[src/rtl/mac_pipeline_arbiter.sv]
// mac_pipeline_arbiter: round-robin sharing of one stallable 8-input MAC pipeline among NUM_REQ requesters.
// Define MAC_PIPELINE_ARBITER_STATS_EN to add per-requester accept and stall-cycle counters.
module simple_pipeline_with_en #(
  parameter int WIDTH = 16
) (
  input  logic                  clk,
  input  logic                  rst,
  input  logic                  en,
  input  logic                  valid_in,
  input  logic [7:0][WIDTH-1:0] in,
  output logic                  valid_out,
  output logic [WIDTH-1:0]      out
);
  logic [3:0]            v;
  logic [3:0][WIDTH-1:0] p;
  logic [1:0][WIDTH-1:0] s2;
  logic [WIDTH-1:0]      s3, s4;
  always_ff @(posedge clk) begin
    if (rst) begin
      v  <= '0;
      p  <= '0;
      s2 <= '0;
      s3 <= '0;
      s4 <= '0;
    end else if (en) begin
      v <= {v[2:0], valid_in};
      for (int j = 0; j < 4; j++) p[j] <= in[2*j] * in[2*j+1];
      s2[0] <= p[0] + p[1];
      s2[1] <= p[2] + p[3];
      s3    <= s2[0] + s2[1];
      s4    <= s3;
    end
  end
  assign valid_out = v[3];
  assign out       = s4;
endmodule

module mac_pipeline_arbiter #(
  parameter int WIDTH   = 16,
  parameter int NUM_REQ = 4
) (
  input  logic                            clk,
  input  logic                            rst,
  input  logic [NUM_REQ-1:0]              req_valid,
  output logic [NUM_REQ-1:0]              req_ready,
  input  logic [NUM_REQ-1:0][7:0][WIDTH-1:0] req_data,
  output logic [NUM_REQ-1:0]              resp_valid,
  input  logic [NUM_REQ-1:0]              resp_ready,
  output logic [WIDTH-1:0]                resp_data,
`ifdef MAC_PIPELINE_ARBITER_STATS_EN
  input  logic                            stat_clr,
  output logic [NUM_REQ-1:0][31:0]        stat_ops,
  output logic [31:0]                     stat_stall,
`endif
  output logic                            busy
);
  localparam int LATENCY = 4;
  localparam int TAG_W   = $clog2(NUM_REQ);
  localparam logic [TAG_W:0]   NR   = (TAG_W+1)'(NUM_REQ);
  localparam logic [TAG_W-1:0] LAST = TAG_W'(NUM_REQ - 1);

  logic [TAG_W-1:0]              rr_ptr, g;
  logic [LATENCY-1:0]            tv;
  logic [LATENCY-1:0][TAG_W-1:0] tag;
  logic                          stall, en, acc, pipe_valid_out;
  logic [7:0][WIDTH-1:0]         din;

  function automatic logic [TAG_W-1:0] wrap(input logic [TAG_W:0] s);
    return s >= NR ? TAG_W'(s - NR) : TAG_W'(s);
  endfunction

  assign stall = pipe_valid_out & ~resp_ready[tag[LATENCY-1]];
  assign en    = ~stall;
  assign acc   = en & |req_valid;

  // Scan downward so the requester closest to rr_ptr is the last (winning) assignment.
  always_comb begin
    g = '0;
    for (int k = NUM_REQ - 1; k >= 0; k--)
      if (req_valid[wrap({1'b0, rr_ptr} + (TAG_W+1)'(k))]) g = wrap({1'b0, rr_ptr} + (TAG_W+1)'(k));
  end

  assign req_ready  = acc ? NUM_REQ'(1) << g : '0;
  assign din        = acc ? req_data[g] : '0;
  assign resp_valid = pipe_valid_out ? NUM_REQ'(1) << tag[LATENCY-1] : '0;
  assign busy       = |tv;

  simple_pipeline_with_en #(.WIDTH(WIDTH)) u_pipe (
    .clk      (clk),
    .rst      (rst),
    .en       (en),
    .valid_in (acc),
    .in       (din),
    .valid_out(pipe_valid_out),
    .out      (resp_data)
  );

  always_ff @(posedge clk) begin
    if (rst) begin
      rr_ptr <= '0;
      tv     <= '0;
      tag    <= '0;
    end else if (en) begin
      tv  <= {tv[LATENCY-2:0], acc};
      tag <= {tag[LATENCY-2:0], g};
      if (acc) rr_ptr <= g == LAST ? '0 : g + 1'b1;
    end
  end

`ifdef MAC_PIPELINE_ARBITER_STATS_EN
  always_ff @(posedge clk) begin
    if (rst || stat_clr) begin
      stat_ops   <= '0;
      stat_stall <= '0;
    end else begin
      if (stall && stat_stall != '1) stat_stall <= stat_stall + 1'b1;
      if (acc && stat_ops[g] != '1) stat_ops[g] <= stat_ops[g] + 1'b1;
    end
  end
`endif
endmodule

[config.mk]
export PLATFORM = sky130hd
export DESIGN_NAME = mac_pipeline_arbiter
export DESIGN_NICKNAME = d
export VERILOG_FILES = /design/src/rtl/mac_pipeline_arbiter.sv
export SDC_FILE = /design/constraint.sdc
export NUM_CORES = 2
export LEC_CHECK = 0
export CELL_PAD_IN_SITES_DETAIL_PLACEMENT = 0
export CELL_PAD_IN_SITES_GLOBAL_PLACEMENT = 1
export CORE_ASPECT_RATIO = 0.8
export CORE_UTILIZATION = 40
export DETAILED_ROUTE_END_ITERATION = 7
export PLACE_DENSITY = 0.85
export SETUP_SLACK_MARGIN = 0.1
export SYNTH_ARGS = -nofsm -noshare
export SYNTH_HDL_FRONTEND = slang
export SYNTH_SLANG_ARGS = --single-unit
[constraint.sdc]
create_clock -name clk -period 11.5 [get_ports clk]
set_input_delay 2.3 -clock clk [delete_from_list [all_inputs] [get_ports clk]]
set_output_delay 2.3 -clock clk [all_outputs]
set_load 0.005 [all_outputs]
# After elaboration in Yosys (flattened, before gate mapping)
# Index checks and enable logic that the tools add are counted.
# Widths: inputs -> output; s select.
[totals]
elab_cells = 74
input_bits = 522
regBits = 146
[classes]
n_shift = 2
n_reduce_logical = 3
muxes = 24
mul = 4
magnitude_cmp = 10
n_bitwise = 4
n_addsub = 11
n_eq_ne = 1
[ops]
columns = ["cell", "count"]
rows = [
  ["$bmux 128 s2", 1],
  ["$mux 128", 2],
  ["$mul 16x16->16", 4],
  ["$add 16x16->16", 3],
  ["$lt 2x3->1 const B", 6],
  ["$mux 2", 9],
  ["$bmux 1 s2", 5],
  ["$ge 3x3->1 const B", 3],
  ["$mux 4", 2],
  ["$reduce_or 4->1", 2],
  ["$shl 1x2->4 const A", 2],
  ["$sub 2x1->2 const B", 4],
  ["$add 2x2->3 const B", 2],
  ["$mux 1", 5],
  ["$add 2x1->3 const B", 1],
  ["$ge 2x3->1 const B", 1],
  ["$add 2x1->2 const B", 1],
  ["$and 1x1->1", 2],
  ["$eq 2x2->1 const B", 1],
  ["$not 1->1", 2],
  ["$reduce_and 2->1", 1],
]

# Longest topological paths before layout
[logic_depth]
ltp_word = 13
mapped_depth = 39
mapped_depth_nobuf = 31

# Cells and area by module
# From an unflattened synthesis, not the netlist that was laid out.
[hier_totals]
cells_unflattened = 3077
area_unflattened_um2 = 26561.7
[by_module_without_submodules]
columns = ["mod", "area_each_um2", "n_inst", "seq_area_each_um2", "cells_each"]
rows = [
  ["simple_pipeline_with_en", 22115.0, 1, 2642.5, 2554],
  ["mac_pipeline_arbiter", 4446.8, 1, 280.3, 523],
]

# Least setup slack after synthesis
# No wires, ideal clock.
[synth_timing]
path_type = "input -> register"
startpoint = "in req_valid[2]"
endpoint = "reg u_pipe.p[47] (netlist name)"
t_arrival_ps = 9512
stages = 34
path_slack_ps = 1854
path_buffers = 10
required_time_ps = 11366
setup_time_ps = 134
cell_sequence = "nor2b_1 > buf_6 > a211o_1 > buf_4 > nand2_8 > inv_4 > buf_6 > buf_6 > buf_2 > buf_6 > buf_2 > buf_2 > buf_1 > clkbuf_1 > mux2i_1 > nand2_1 > fa_1 > inv_1 > fa_1 > inv_1 > fa_1 > fa_1 > fa_1 > fa_1 > xnor2_1 > xnor2_1 > xnor2_1 > xnor2_1 > xnor2_1 > xnor2_1 > xnor3_1 > xnor3_1 > nand2_1 > a21oi_1"
[synth_between]
elab_chain_len = 10
word_cells_on_any_way = 18
classes_between = "mul: 1; mux: 15; bitwise: 1; reduce/logical: 1"
[synth_lines]
columns = ["element", "line_no", "text"]
rows = [
  ["from (decl)", "44", "input logic [NUM_REQ-1:0] req_valid,"],
  ["$bmux 1 s2", "80", "if (req_valid[wrap({1'b0, rr_ptr} + (TAG_W+1)'(k))]) g = wrap({1'b0, rr_ptr} + (TAG_W+1)'(k));"],
  ["$mux 1 (implied by the code)", "80", ""],
  ["$mux 2 (3 in series)", "80", ""],
  ["$mux 2 *", "80", ""],
  ["named net g[1]", "62", "logic [TAG_W-1:0] rr_ptr, g;"],
  ["$bmux 128 s2 *", "84", "assign din = acc ? req_data[g] : '0;"],
  ["$mux 128 (implied by the code) *", "84", ""],
  ["$mux 128 *", "84", ""],
  ["$mul 16x16->16 *", "27", "for (int j = 0; j < 4; j++) p[j] <= in[2*j] * in[2*j+1];"],
  ["to (signal assigned)", "21", "p <= '0;"],
  ["to (decl)", "15", "logic [3:0][WIDTH-1:0] p;"],
]
# The timed path passes the listed nets; every way through them passes the cells marked *. The select of a mux whose other input is x is not followed.
# A chain may end at the register's enable or synchronous reset.

# Worst setup path in the final report
[layout_timing]
startpoint = "in req_valid[1]"
endpoint = "reg u_pipe.p[31] (netlist name)"
[layout_between]
elab_chain_len = 10
word_cells_on_any_way = 18
classes_between = "mul: 1; mux: 15; bitwise: 1; reduce/logical: 1"
[layout_lines]
columns = ["element", "line_no"]
rows = [
  ["$bmux 1 s2", "80"],
  ["$mux 1 (implied by the code)", "80"],
  ["$mux 2 (4 in series)", "80"],
  ["$bmux 128 s2", "84"],
  ["$mux 128 (implied by the code)", "84"],
  ["$mux 128 *", "84"],
  ["$mul 16x16->16 *", "27"],
]
# Mark *: on every way between the ends. The rest lies on a longest branch, timed or not. The select of a mux whose other input is x is not followed.

==> results.txt <==
outcome: complete, no violations
Avg Inst Size Synth: 7.828 µm²
Post-CTS Setup Bufs: 0
Via density: 5.447
Hold Vio Cnt, Final: 0
depth of the CTS H-tree: 4
Die X: 295.6 µm
Fill cells: 6674
layout cells sized above 1: 8.260%
setup violators final: 0
hold path startpoint: tag[1]
setup TNS: 0 ns
top-area cell type share of the netlist area: 23.45%
FMAX: 94.58 MHz
effective utilization at floorplan: 40.71%
clock sink total: 142
Vias: 26610
CP startpoint kind: primary input
worst path required time: 11.86 ns
Synth async-reset ratio: 0%
ys flop type: dfxtp_1
Clock Skew: 0.01287 ns
worst reg-to-reg path cell count: 26
GRT Total Usage: 30.32%
Setup crit end kind: flip-flop
routability cong.: 0.9823
gr ovfl total: 0
#FFs+latches synth: 142
EDFF count, synth: 0
DR WL/cell: 21.74 µm
Reg clk slew, reported paths: 0.07 ns
Final Max Tran Viols: 0
Storage cell area: 2843 µm²
Hold Path End: tag[3]
Num CTS Buffers: 17
I/O Pins: 547
CTS max path bufs: 2
area grow syn2layout: 24.74%
post-route ant nets: 0
initial antenna violation count: 16
synth unique cells: 84
First-pass DRT Iterations: 5
hold depth: 2
Layout Nets: 5036
period utilization: 91.94%
Post-Syn Area: 27580 µm²
Worst Hold Class: flip-flop to flip-flop
Syn Inst Count: 3523
Mapped Nets: 4613
Worst-Margin Slew: 1.149 ns
number of global-route vias before repair: 26660
register area share after synthesis: 10.31%
dominant cells by area after synthesis: fa_1 (23%), ha_1 (11%), dfxtp_1 (10%)
Post-CTS Hold Fix Bufs: 0
crit path time final: 10.57 ns
Core ar.: 67750 µm²
arrival time at the worst endpoint: 10.93 ns
Root Buffer: clkbuf_16
reg-to-reg endpoint: u_pipe.p[31]
Routed WL: 106200 µm
DRC errors left: 0
largest net degree at the start of global routing: 156
largest area contributor in the netlist: fa_1
clk_lat worst skew: 0.43 ns
port buffer count: 546
PostCTS Resize Cnt: 0
worst-path maximum fanout: 66
# Max-Cap Violations: 0
DP HPWL: 85980 µm
die area: 70000 µm²
chip height: 236.9 µm
top cells by count, synth: inv_1 (483), nand2_1 (473), nor2_1 (373)
worst setup path class: primary input to flip-flop
r2r setup slk: 3.03 ns
Site Rows: 85
most numerous cell in the Yosys netlist: inv_1
CTS tree: done
Slew headroom: 23.06%
first-pass GRT wire length: 160800 µm
Multi-input gate area: 21890 µm²
Worst R2R Start: rr_ptr[0]
drt initial violations: 2449
yosys warns: 0
RSZ-0062 raised after global routing: false
## critical path: stages
cell and delay, ns:
clkdlybuf4s50_1 0.49, nor2b_1 0.67, a211o_1 0.48, nand2_8 0.25
inv_8 0.39, buf_12 0.27, a211oi_1 0.07, a31oi_1 0.67
nand2_1 0.17, fa_1 0.55, inv_1 0.06, fa_1 0.50
inv_1 0.06, fa_1 0.50, fa_1 0.55, fa_1 0.45
fa_1 0.39, xnor2_1 0.24, xnor2_1 0.17, xnor2_1 0.11
xnor2_1 0.26, xnor2_1 0.16, xnor3_1 0.43, xnor3_1 0.28
xnor2_1 0.14, nand2_1 0.09, a21oi_2 0.16
## logic make-up (layout without fill, tap and decap cells)
kind of cell	count (synthesis)	count (layout)	share of synthesized area [%]
compound gates	574	574	14.22
xor+xnor	162	162	5.930
fa+ha+maj	568	568	34.56
buf+inv	690	1126	10.41
flops	142	142	10.31
mux	53	53	2.055
other cells	0	12	0
simple gates	1334	1334	22.51
## layer usage
| layer | track usage, % | routed length [µm] | vias up |
|---|---|---|---|
| li1 | - | - | 12330 |
| met1 | 42.74 | 46800 | 13060 |
| met2 | 48.61 | 48100 | 1096 |
| met3 | 4.421 | 8818 | 120 |
| met4 | 7.254 | 2462 | 2 |
| met5 | 0 | 12 | - |
## area by class of cell
type / instances / share of cell area (%)
diodes: 12 / 0.08730
clock buffers: 17 / 1.237
clock inverters: 15 / 0.5056
inverters: 485 / 5.329
multi-input cells: 2691 / 63.64
flip-flops and latches: 142 / 8.264
well taps: 913 / 3.321
repair buffers: 609 / 17.62
## how the worst max path moves through the flow
stage	startpoint	end	slack [ns]	cells past startpoint
floorplan	req_valid[2]	u_pipe.p[47]	1.85	34
global route	req_valid[2]	u_pipe.p[31]	0.56	27
CTS	req_valid[1]	u_pipe.p[31]	0.97	27
global placement	req_valid[2]	u_pipe.p[31]	0.60	29
finish	req_valid[1]	u_pipe.p[31]	0.93	27
detailed placement	req_valid[1]	u_pipe.p[31]	0.60	29
## cell usage in the layout, fill, tap and decap left out, types with 21 or more instances in the layout
master / netlist / layout
nand3_1: 59 / 59
a21oi_1: 192 / 191
ha_1: 245 / 245
mux2_2: 29 / 29
mux2i_1: 24 / 24
nor3_1: 41 / 41
o21ai_0: 71 / 71
xnor2_1: 129 / 129
or3_1: 66 / 66
nand2_1: 473 / 471
dfxtp_1: 142 / 142
a211oi_1: 96 / 96
clkdlybuf4s50_1: 0 / 545
and3_1: 101 / 101
nor2_1: 373 / 373
nor4_1: 21 / 21
nand2b_1: 38 / 38
buf_4: 16 / 54
nor2b_1: 38 / 38
or2_2: 96 / 96
a31o_2: 64 / 64
fa_1: 323 / 323
inv_1: 483 / 483
## sequential cells by signal, indices dropped and copies added, names as in the netlist
register	cells
u_pipe.s2	32
rr_ptr	2
u_pipe.v	4
u_pipe.p	64
tag	8
u_pipe.out	16
u_pipe.s3	16
## metrics by stage
step / hold WS (ns) / utilization (%) / std cells / setup WS, ns / cell area [µm²]
detailed placement: 0.4482 / 49.85 / 4840 / 0.6017 / 33770
finish: 0.4513 / 50.78 / 4884 / 0.9269 / 34400
CTS: 0.4592 / 50.73 / 4872 / 0.9652 / 34370
global route: 0.4754 / 50.77 / 4882 / 0.5575 / 34390
floorplan: 0.4321 / - / 3523 / 1.854 / 27580
global placement: 0.4431 / 49.85 / 4840 / 0.5955 / 33770
Power is left out: the tool's default activity adds up to more than one toggle a clock period on the data nets, which glitch-free logic cannot reach.
